**config.mk**
```make
export PLATFORM = sky130hd
export DESIGN_NAME = button_debouncer
export DESIGN_NICKNAME = d
export VERILOG_FILES = /design/src/rtl/button_debouncer.sv
export SDC_FILE = /design/constraint.sdc
export NUM_CORES = 1
export LEC_CHECK = 0
export ABC_AREA = 1
export BUFFER_PORTS_ARGS = -buffer_cell sky130_fd_sc_hd__buf_4
export CAP_MARGIN = 20
export CORE_MARGIN = 8
export CORE_UTILIZATION = 66
export CTS_CLUSTER_SIZE = 12
export DETAILED_ROUTE_END_ITERATION = 12
export GPL_TIMING_DRIVEN = 0
export PLACE_DENSITY_LB_ADDON = 0.12
export SLEW_MARGIN = 5
export SYNTH_ARGS = -nofsm -noshare
export SYNTH_HDL_FRONTEND = slang
export SYNTH_SLANG_ARGS = --single-unit
```
**constraint.sdc**
```tcl
create_clock -name clk -period 3.83 [get_ports clk]
set_input_delay 0.1915 -clock clk [delete_from_list [all_inputs] [get_ports clk]]
set_output_delay 0.1915 -clock clk [all_outputs]
set_load 0.02 [all_outputs]
```
**src/rtl/button_debouncer.sv**
```systemverilog
// Multi-channel push-button debouncer: two-flop sync, stability counter,
// press/release strobes and per-channel auto-repeat.
module button_debouncer_ch #(
  parameter int STABLE_CYCLES = 500000,
  parameter int REPEAT_DELAY  = 25000000,
  parameter int REPEAT_RATE   = 5000000
) (
  input  logic clk,
  input  logic rst,
  input  logic btn_n,
  output logic pressed,
  output logic press_pulse,
  output logic release_pulse,
  output logic repeat_pulse
);
  localparam int SW   = (STABLE_CYCLES < 2) ? 1 : $clog2(STABLE_CYCLES);
  localparam int RMAX = (REPEAT_DELAY > REPEAT_RATE) ? REPEAT_DELAY : REPEAT_RATE;
  localparam int RW   = (RMAX < 2) ? 1 : $clog2(RMAX);

  typedef enum logic [1:0] {IDLE, HELD, REPEATING} state_e;

  logic          sync1_q, sample_q;
  logic [SW-1:0] scnt_q, scnt_d;
  logic          pressed_q, pressed_d;
  logic [RW-1:0] rcnt_q;
  state_e        state_q;
  logic          press_q, rel_q, rpt_q;
  logic          differ, accept, accept_press, accept_release, rpt_hit;

  always_ff @(posedge clk) begin
    if (rst) begin
      sync1_q  <= 1'b1;
      sample_q <= 1'b1;
    end else begin
      sync1_q  <= btn_n;
      sample_q <= sync1_q;
    end
  end

  // sample is active-low; it "differs" when its level disagrees with the debounced state
  assign differ         = (~sample_q) != pressed_q;
  assign accept         = differ && (scnt_q == SW'(STABLE_CYCLES - 1));
  assign accept_press   = accept && !pressed_q;
  assign accept_release = accept && pressed_q;

  always_comb begin
    scnt_d    = scnt_q + 1'b1;
    pressed_d = pressed_q;
    if (!differ || accept) scnt_d = '0;
    if (accept) pressed_d = ~pressed_q;
  end

  always_ff @(posedge clk) begin
    if (rst) begin
      scnt_q    <= '0;
      pressed_q <= 1'b0;
    end else begin
      scnt_q    <= scnt_d;
      pressed_q <= pressed_d;
    end
  end

  // With REPEAT_RATE == 0 the channel parks in HELD and never fires a repeat
  assign rpt_hit = (REPEAT_RATE != 0) &&
                   (((state_q == HELD)      && (rcnt_q == RW'(REPEAT_DELAY - 1))) ||
                    ((state_q == REPEATING) && (rcnt_q == RW'(REPEAT_RATE - 1))));

  always_ff @(posedge clk) begin
    if (rst) begin
      state_q <= IDLE;
      rcnt_q  <= '0;
      press_q <= 1'b0;
      rel_q   <= 1'b0;
      rpt_q   <= 1'b0;
    end else begin
      press_q <= accept_press;
      rel_q   <= accept_release;
      rpt_q   <= 1'b0;
      case (state_q)
        IDLE: begin
          rcnt_q <= '0;
          if (accept_press) state_q <= HELD;
        end
        HELD, REPEATING: begin
          // release wins over a coinciding repeat slot
          if (accept_release) begin
            state_q <= IDLE;
            rcnt_q  <= '0;
          end else if (rpt_hit) begin
            rpt_q   <= 1'b1;
            rcnt_q  <= '0;
            state_q <= REPEATING;
          end else if (REPEAT_RATE != 0) begin
            rcnt_q <= rcnt_q + 1'b1;
          end
        end
        default: begin
          state_q <= IDLE;
          rcnt_q  <= '0;
        end
      endcase
    end
  end

  assign pressed       = pressed_q;
  assign press_pulse   = press_q;
  assign release_pulse = rel_q;
  assign repeat_pulse  = rpt_q;
endmodule

module button_debouncer #(
  parameter int NUM_BUTTONS   = 4,
  parameter int STABLE_CYCLES = 500000,
  parameter int REPEAT_DELAY  = 25000000,
  parameter int REPEAT_RATE   = 5000000
) (
  input  logic                   clk,
  input  logic                   rst,
  input  logic [NUM_BUTTONS-1:0] btn_n,
  output logic [NUM_BUTTONS-1:0] pressed,
  output logic [NUM_BUTTONS-1:0] press_pulse,
  output logic [NUM_BUTTONS-1:0] release_pulse,
  output logic [NUM_BUTTONS-1:0] repeat_pulse,
  output logic                   any_pressed
);
  for (genvar i = 0; i < NUM_BUTTONS; i++) begin : g_ch
    button_debouncer_ch #(
      .STABLE_CYCLES(STABLE_CYCLES),
      .REPEAT_DELAY (REPEAT_DELAY),
      .REPEAT_RATE  (REPEAT_RATE)
    ) u_ch (
      .clk          (clk),
      .rst          (rst),
      .btn_n        (btn_n[i]),
      .pressed      (pressed[i]),
      .press_pulse  (press_pulse[i]),
      .release_pulse(release_pulse[i]),
      .repeat_pulse (repeat_pulse[i])
    );
  end

  assign any_pressed = |pressed;
endmodule

```
# After elaboration in Yosys (flattened, before gate mapping)
# Index checks and enable logic that the tools add are counted.
[totals] ff_bits=208 inputBits=6 out_inout_bits=17 word_cells=169
[op_classes] addsub=8 n_eq_ne=32 muxes=20 bitwise_logic=12 n_reduce_logical=61
[op_table] cell="adder 25 x 1 -> 25 bit (second input constant)" count=4
[op_table] cell="== test 25 x 23 -> 1 bit (second input constant)" count=4
[op_table] cell="== test 25 bit (second input constant)" count=4
[op_table] cell="adder 19 x 1 -> 19 bit (second input constant)" count=4
[op_table] cell="== test 19 bit (second input constant)" count=4
[op_table] cell="2-to-1 mux 2 bit" count=12
[op_table] cell="logical AND 1 bit" count=20
[op_table] cell="OR reduction 4 bit" count=5
[op_table] cell="one-hot mux 2 bit (2 select lines)" count=4
[op_table] cell="OR reduction 2 bit" count=8
[op_table] cell="inequality test 3 x 1 -> 1 bit (second input constant)" count=4
[op_table] cell="NOT 1 bit" count=12
[op_table] cell="OR reduction 3 bit" count=4
[op_table] cell="== test 2 x 1 -> 1 bit (second input constant)" count=4
[op_table] cell="== test 2 bit (second input constant)" count=4
[op_table] cell="logical NOT 1 bit" count=8
[op_table] cell="logical NOT 2 bit" count=4
[op_table] cell="logical OR 1 bit" count=8
[op_table] cell="inequality test 2 x 1 -> 1 bit (second input constant)" count=4
[op_table] cell="AND reduction 2 bit" count=4
[op_table] cell="2-to-1 mux 1 bit" count=4
[op_table] cell="inequality test 1 bit" count=4

# Logic depth before layout (Yosys ltp)
# Gate-level depths: netlist of the first run.
[logic_depth] ltp_word=6 depth_mapped=12 ltp_nobuf=12

# Modules after synthesis
# From an unflattened synthesis of the first run, not the netlist that was laid out.
[unflattened] cells_unflattened=1516 hier_area_um2=10710.3
[modules_own_cells] module="button_debouncer_ch at g_ch[0].u_ch ..." n_inst=3 cells_each=379 area_each_um2=2668.8
[modules_own_cells] module="button_debouncer_ch at g_ch[3].u_ch" n_inst=1 cells_each=376 area_each_um2=2692.6
[modules_own_cells] module="button_debouncer" n_inst=1 cells_each=3 area_each_um2=11.3

# Least setup slack after synthesis of the first run
# Ideal clock, no wire load.
[synth_path] kind="register to register" from="register g_ch[3].u_ch.scnt_q[0]" to="register g_ch[3].u_ch.rcnt_q[21]" setup_time_ps=113 arrival_ps=1471 t_required_ps=3717 path_slack_ps=2245 path_stages_with_launch=10 period_less_slack_ps=1585 path_cell_list="dfxtp_1 ha_1 nand2_2 nor2_4 nand3_1 nor2_4 a21boi_2 nand3_4 buf_4 nor2_1"
[synth_between] elab_chain_len=4
[synth_rtl] element="start, declared" line="23" text="logic [SW-1:0] scnt_q, scnt_d;"
[synth_rtl] element="start signal, assigned" line="58" text="scnt_q <= scnt_d;"
[synth_rtl] element="== test 19 bit" line="42" text="assign accept = differ && (scnt_q == SW'(STABLE_CYCLES - 1));"
[synth_rtl] element="logical AND 1 bit" line="42"
[synth_rtl] element="logical AND 1 bit" line="44" text="assign accept_release = accept && pressed_q;"
[synth_rtl] element="OR reduction 4 bit (no line)"
[synth_rtl] element="end signal, assigned" line="94" text="rcnt_q <= rcnt_q + 1'b1;"
[synth_rtl] element="end, declared" line="25" text="logic [RW-1:0] rcnt_q;"
# No other way between the ends.
# A chain may end at the register's enable or synchronous reset.

# Worst setup path in the final report of the first run
[layout_path] from="register g_ch[2].u_ch.rcnt_q[0]" to="register g_ch[2].u_ch.rcnt_q[0]"
[layout_between] elab_chain_len=4 elab_cells_between_ends=7 classes_between="1 x add/sub; 2 x eq/ne; 4 x reduce/logical"
[layout_rtl] element="start, declared" line="25"
[layout_rtl] element="start signal, assigned" line="94"
[layout_rtl] element="branches (longest 4 deep; another with adder 25 x 1 -> 25 bit)"
# Parallel ways; which one is timed is not known.

==> results of run 1 <==
cell usage in the layout (no fill, tap or decap), types with 10 or more instances in the layout:
| cell | synthesis | routed |
|---|---|---|
| nand4_1 | 30 | 30 |
| nand3_2 | 14 | 14 |
| nor3_2 | 10 | 10 |
| nor2_4 | 14 | 14 |
| inv_2 | 10 | 10 |
| xor2_1 | 44 | 44 |
| nor2_1 | 234 | 234 |
| nor2_2 | 22 | 22 |
| nand2_2 | 13 | 13 |
| buf_4 | 21 | 43 |
| inv_1 | 191 | 191 |
| nor3b_1 | 11 | 11 |
| a21oi_1 | 75 | 75 |
| nor4_1 | 11 | 11 |
| clkbuf_16 | 0 | 23 |
| dfxtp_1 | 208 | 208 |
| xnor2_1 | 22 | 22 |
| o21ai_0 | 13 | 13 |
| nand3_1 | 75 | 75 |
| nor3_1 | 54 | 54 |
| or2_2 | 23 | 23 |
| ha_1 | 24 | 24 |
| nand2_1 | 314 | 314 |
worst max-delay path, stage by stage (launching register included):
cell and delay (ns):
dfxtp_1 0.37, ha_1 0.19, nand2_1 0.11, nor2_2 0.16
nand3_1 0.13, nor3_1 0.28, nand3_1 0.19, nand3_2 0.22
buf_6 0.19, nor2_1 0.05
power by group:
group	total [uW]	switching [uW]	internal, uW
clock	2010	817	1190
sequential	2170	2.92	2170
combinational	36.3	22.5	13.8
total	4220	842	3370
cell families after synthesis:
group           Yosys count
simple gates            855
buf+inv                 233
flops                   208
compound gates          104
xor+xnor                 66
fa+ha+maj                24
per-stage QoR:
step / utilization / power, uW / hold slack [ns] / area (sq um)
6_report: 0.747 / 4220 / 0.0144 / 11800
5_1_grt: 0.747 / 4350 / 0.0573 / 11800
4_1_cts: 0.747 / 4260 / 0.00159 / 11800
3_5_place_dp: 0.702 / 2250 / 0.381 / 11100
3_3_place_gp: 0.702 / 2250 / 0.376 / 11100
2_1_floorplan: - / 2240 / 0.295 / 10700
cell usage after synthesis, types with 2 or more instances:
master / number
nand2_1: 314
nor2_1: 234
dfxtp_1: 208
inv_1: 191
a21oi_1: 75
nand3_1: 75
nor3_1: 54
xor2_1: 44
nand4_1: 30
ha_1: 24
or2_2: 23
nor2_2: 22
xnor2_1: 22
buf_4: 21
nand3_2: 14
nor2_4: 14
nand2_2: 13
o21ai_0: 13
nor3b_1: 11
nor4_1: 11
inv_2: 10
nor3_2: 10
nand3b_1: 8
or2_0: 8
buf_6: 6
o21ai_1: 4
or2_1: 4
a21oi_2: 3
nand2_4: 3
a211oi_1: 2
a31oi_1: 2
clkbuf_1: 2
nand3_4: 2
o21a_1: 2
registers in the layout (all words and copies together), names as in the netlist:
register / flops
g_ch.u_ch.press_pulse: 4
g_ch.u_ch.state_q: 8
g_ch.u_ch.pressed: 4
g_ch.u_ch.rcnt_q: 100
g_ch.u_ch.scnt_q: 76
g_ch.u_ch.release_pulse: 4
g_ch.u_ch.sample_q: 4
g_ch.u_ch.sync1_q: 4
g_ch.u_ch.repeat_pulse: 4
metal layers:
metal | vias to the layer above | routed length, microns
met4 | 0 | 462
met1 | 4073 | 10100
met3 | 38 | 952
li1 | 4785 | -
met2 | 159 | 10200
met5 | - | 0
layout make-up:
type | count | area [sq um]
clock inverter | 1 | 7.51
timing repair buffer | 26 | 205
fill | 1280 | 4000
clock buffer | 35 | 671
sequential | 208 | 4160
tap | 216 | 270
buffer | 31 | 241
inverter | 202 | 759
multi-input combinational | 1049 | 5510
timing repair:
item	CTS	global route
hold buffers	4	0
endpoints found under the hold margin	4	0
setup endpoints to repair	0	0
gates resized for setup	0	0
final timing paths:
| check | endpoint | slack (ns) | depth (start not counted) |
|---|---|---|---|
| worst max-delay path | g_ch[2].u_ch.rcnt_q[0]$_SDFF_PP0_ | 1.83 | 9 |
| worst min-delay path | g_ch[1].u_ch.scnt_q[16]$_SDFF_PP0_ | 0.01 | 4 |
| worst max register to register | g_ch[2].u_ch.rcnt_q[0]$_SDFF_PP0_ | 1.83 | 9 |
| worst min register to register | g_ch[3].u_ch.sample_q$_SDFF_PP1_ | 0.41 | 1 |
==> summary.txt, run 1 <==
Outcome
  – Status: finished, final reports clean

Timing
  – Final setup viols: 0
  – Fin crit period: 2.00 ns
  – Slew Limit Fails: 0
  – Slew Limit Headroom: 0.629
  – Slew @ Worst Pin: 0.556 ns
  – Setup_tns: 0 ns
  – Worst-case clock skew: 0.0125 ns
  – F_max: 0.499 GHz
  – Final WS setup: 1.83 ns
  – RSZ-0062 raised after global routing: false
  – Final Hold Fails: 0
  – Period utilization: 0.523

Layout
  – Area growth syn-to-layout: 10.8%
  – NumNets Final: 1571
  – N_diodes: 0
  – Final std cells w/o fill: 1768
  – Share of cells above drive strength 1: 0.128

GRT
  – GR peak layer: met2
  – Met1 GRT Util: 0.278
  – Congestion Overflow GR: 0
  – Grt met3 use: 0.0304
  – Met2 Usage GRT: 0.371
  – Via count of the first global-routing pass: 8612
  – GRT Resource Usage Total: 0.218
  – Largest net degree at the start of global routing: 13
  – Initial antenna violation count: 0
  – First-pass GRT wire length: 37800 microns

Placed design
  – Pre-CTS WS: 1.85 ns
  – Placed Cells: 1728
  – DPL Wire Length: 16100 microns
  – Routability Congestion: 0.923
  – PortBufs: 22

Flow run
  – # Max-Cap Violations: 0

CTS
  – CTS max path bufs: 3
  – Postcts setup bufs: 0
  – Clk Latency, worst-skew pair: 0.50 ns
  – Num CTS Buffers: 23
  – CTS sink count: 208
  – Root buf cell: clkbuf_16
  – CTS tree: built
  – Worst-path clk slew: 0.06 ns
  – Total number of H-tree levels: 1

Worst setup path
  – CP startpoint: g_ch[2].u_ch.rcnt_q[0]$_SDFF_PP0_
  – Reg-to-Reg Start: g_ch[2].u_ch.rcnt_q[0]$_SDFF_PP0_
  – CP Launch Type: register
  – CP required: 4.22 ns
  – Worst Path Max Fanout: 10
  – CP endpoint kind: register
  – Critical path class: reg -> reg
  – Crit path DAT: 2.39 ns

Synthesis
  – Synth Register Bits: 208
  – Post-synthesis mux area share: 0
  – Post-synthesis sequential area ratio: 0.390
  – Top cells by area, synth: dfxtp_1 39%, nand2_1 11%, nor2_1 8.2%, inv_1 6.7%, xor2_1 3.6%
  – Main combinational cell family by area after synthesis: simple AND/OR/NAND/NOR gates
  – Primary FF master, synth: dfxtp_1
  – Yosys top cell area share: 0.390
  – Post-synth EDFFs: 0
  – Synth Area in Simple Gates: 0.380
  – Unique masters post-synth: 45
  – Post-Synthesis Mean Instance Area: 7.16 sq um
  – Mapped Area: 0.0107 sq mm
  – Biggest area consumer among synthesized cells: dfxtp_1
  – Xor/xnor cell area share of the yosys netlist: 0.0542
  – Ys Warns: 0
  – Adder-Cell Fraction of Synth Area: 0.0281
  – FFs w/ async S/R, synth: 0
  – Synthesized Nets: 1520
  – Synthesized instance count: 1490
  – Compound-cell area share of the yosys netlist: 0.0533

Floorplan
  – Initial Util: 0.674
  – Die height: 143 microns
  – Row count: 46
  – Core Footprint: 0.0158 sq mm
  – Num ports: 23
  – Die X: 143 microns
  – Area of the die: 0.0205 sq mm

Worst hold path
  – Hold Crit Class: in -> reg
  – Beginning of the worst hold path: rst

Detailed routing
  – Routed wire length: 21700 microns
  – Vias per cell: 5.12
  – Antenna-violating nets left: 0
  – Drt drc: 0
  – Routed len/inst: 12.3 microns
  – DRT Pass-1 Iters: 5
  – Vias: 9055
  – Initial DRC count: 501

Pwr
  – IR drop worst, VDD: 0.000351 V
  – Power per cell area: 356 mW/mm^2
  – Pleak: 0.00431 uW
(Power assumes the default switching activity.)
==> run 2, diff against run 1 <==
Settings changed: CORE_UTILIZATION 66 to 57.
Clock period 3.83 ns to 1.81 ns, I/O delays scaled along.
==> run 2 against run 1 <==
  * Total power increased by 120%
  * Die area increased by 14%
  * Clock skew decreased by 0.0038 ns
  * First-iteration DRC count decreased by 6.4%
  * Maximum frequency increased by 19%
  * Critical endpoint is now g_ch[0].u_ch.rcnt_q[11]$_SDFF_PP0_
  * Worst hold slack improved by 0.30 ns
  * Clock power increased by 120%
  * Critical path depth unchanged
==> summary.txt, run 2 (synthesis results as in run 1) <==
CTS
  – Clk Latency, worst-skew pair: 0.51 ns
  – CTS max path bufs: 3
  – Root buf cell: clkbuf_16
  – CTS tree: built
  – Num CTS Buffers: 24
  – CTS sink count: 208
  – Worst-path clk slew: 0.06 ns
  – Total number of H-tree levels: 1

Floorplan
  – Die height: 153 microns
  – Core Footprint: 0.0185 sq mm
  – Initial Util: 0.576
  – Num ports: 23
  – Die X: 153 microns
  – Area of the die: 0.0234 sq mm
  – Row count: 50

Detailed routing
  – Drt drc: 0
  – Vias: 9103
  – Routed wire length: 21800 microns
  – Vias per cell: 5.05
  – Routed len/inst: 12.1 microns
  – Antenna-violating nets left: 0
  – DRT Pass-1 Iters: 5
  – Initial DRC count: 469

Layout
  – N_diodes: 0
  – Register Area: 0.00417 sq mm
  – Area growth syn-to-layout: 14.5%
  – Biggest register: g_ch.u_ch.rcnt_q
  – Footprint of the multi-input gates: 0.00570 sq mm
  – Commonest non-fill, non-tap cells in the layout: 308 x nand2_1, 229 x nor2_1, 203 x dfxtp_1
  – Top flop regs: g_ch.u_ch.rcnt_q x100, g_ch.u_ch.scnt_q x76, g_ch.u_ch.state_q x8
  – NumNets Final: 1587
  – Max FFs per register: 100
  – Share of cells above drive strength 1: 0.159
  – FILL cells: 1659
  – Leading cell type in the layout, fill and taps excluded: nand2_1

Timing
  – Worst-case clock skew: 0.00870 ns
  – Slew Limit Fails: 0
  – RSZ-0062 raised after global routing: true
  – F_max: 0.593 GHz
  – WHS: 0.317 ns
  – Slew Limit Headroom: 0.649
  – Final setup viols: 0
  – Fin crit period: 1.69 ns
  – Period utilization: 0.932
  – Slew @ Worst Pin: 0.526 ns
  – Final Hold Fails: 0
  – Final WS setup: 0.123 ns

Worst setup path
  – CP endpoint kind: register
  – Critical path class: reg -> reg
  – Worst Path Max Fanout: 6
  – CP Launch Type: register
  – CP required: 2.24 ns
  – Crit path DAT: 2.12 ns

Outcome
  – Status: finished, final reports clean

GRT
  – Initial antenna violation count: 0
  – Congestion Overflow GR: 0
  – Met1 GRT Util: 0.239
  – Grt met3 use: 0.0321
  – Largest net degree at the start of global routing: 12
  – GR peak layer: met2
  – Met2 Usage GRT: 0.310
  – GRT Resource Usage Total: 0.183
  – First-pass GRT wire length: 37400 microns
  – Via count of the first global-routing pass: 8486

Pwr
  – IR drop worst, VDD: 0.000675 V
  – Pleak: 0.00443 uW
  – Power per cell area: 744 mW/mm^2

Placed design
  – DPL Wire Length: 15900 microns
  – Routability Congestion: 0.913
  – PortBufs: 22
  – Pre-CTS WS: -0.177 ns

Flow run
  – # Max-Cap Violations: 0

Worst hold path
  – Hold Crit Class: in -> reg
-- run 2: cell types whose count changed in the layout (fill, tap and decap cells not counted), moves of 6 or more --
cell / before / now
buf_4: 43 / 52
nor2_4: 14 / 20
nand2_1: 314 / 308
nand3_1: 75 / 66
-- run 2: metal layers --
metal,part of all wire,vias to the layer above
li1,-,4820
met1,0.48,4110
met2,0.45,136
met3,0.044,37
met4,0.022,0
met5,0,-
-- run 2: worst paths after layout --
check / start / endpoint / slack (ns) / cells after the start
worst max-delay path: g_ch[0].u_ch.scnt_q[0]$_SDFF_PP0_ / g_ch[0].u_ch.rcnt_q[11]$_SDFF_PP0_ / 0.12 / 9
worst min-delay path: btn_n[0] / g_ch[0].u_ch.sync1_q$_SDFF_PP1_ / 0.32 / 3
worst max register to register: g_ch[0].u_ch.scnt_q[0]$_SDFF_PP0_ / g_ch[0].u_ch.rcnt_q[11]$_SDFF_PP0_ / 0.12 / 9
worst min register to register: g_ch[1].u_ch.sync1_q$_SDFF_PP1_ / g_ch[1].u_ch.sample_q$_SDFF_PP1_ / 0.41 / 1
-- run 2: final cells by class --
class                      count  area share
inverter                     202      0.0621
sequential                   208       0.341
timing repair buffer          41      0.0272
clock buffer                  33      0.0561
tap                          234      0.0240
multi-input combinational   1049       0.466
buffer                        31      0.0215
clock inverter                 4     0.00164
-- run 2: power breakdown --
part	internal, uW	switching, uW	leakage, uW
Sequential	4590	6.32	0.00168
Clock	2610	1800	0.000351
Combinational	35.2	50.5	0.00240
Total	7230	1860	0.00443
-- run 2: repair_timing --
action / CTS / global route
resized for setup: 11 / 45
buffers inserted: 4 / 10
endpoints found under the setup margin: 97 / 145
pin swaps: 6 / 15
endpoints found under the hold margin: 6 / 0
hold buffers: 5 / 0
-- run 2: through the flow --
stage                     total power [uW]  instances   util  setup TNS, ns  instance area, sq um
after floorplan                       4740       1490      -              0                 10700
after global placement                4770       1746  0.601          -5.27                 11100
after detailed placement              4770       1746  0.601          -7.06                 11100
after CTS                             9190       1792  0.646              0                 12000
after global routing                  9370       1802  0.660        -0.0753                 12200
final                                 9090       1802  0.660              0                 12200
-- run 2: critical path, cell delays in order (launching register included) --
cell	delay, ns
dfxtp_2	0.33
ha_2	0.18
nand2_1	0.11
nor2_2	0.06
nand3_1	0.12
nor2_4	0.07
a21oi_2	0.23
nand3_4	0.17
buf_4	0.18
nor3b_1	0.15
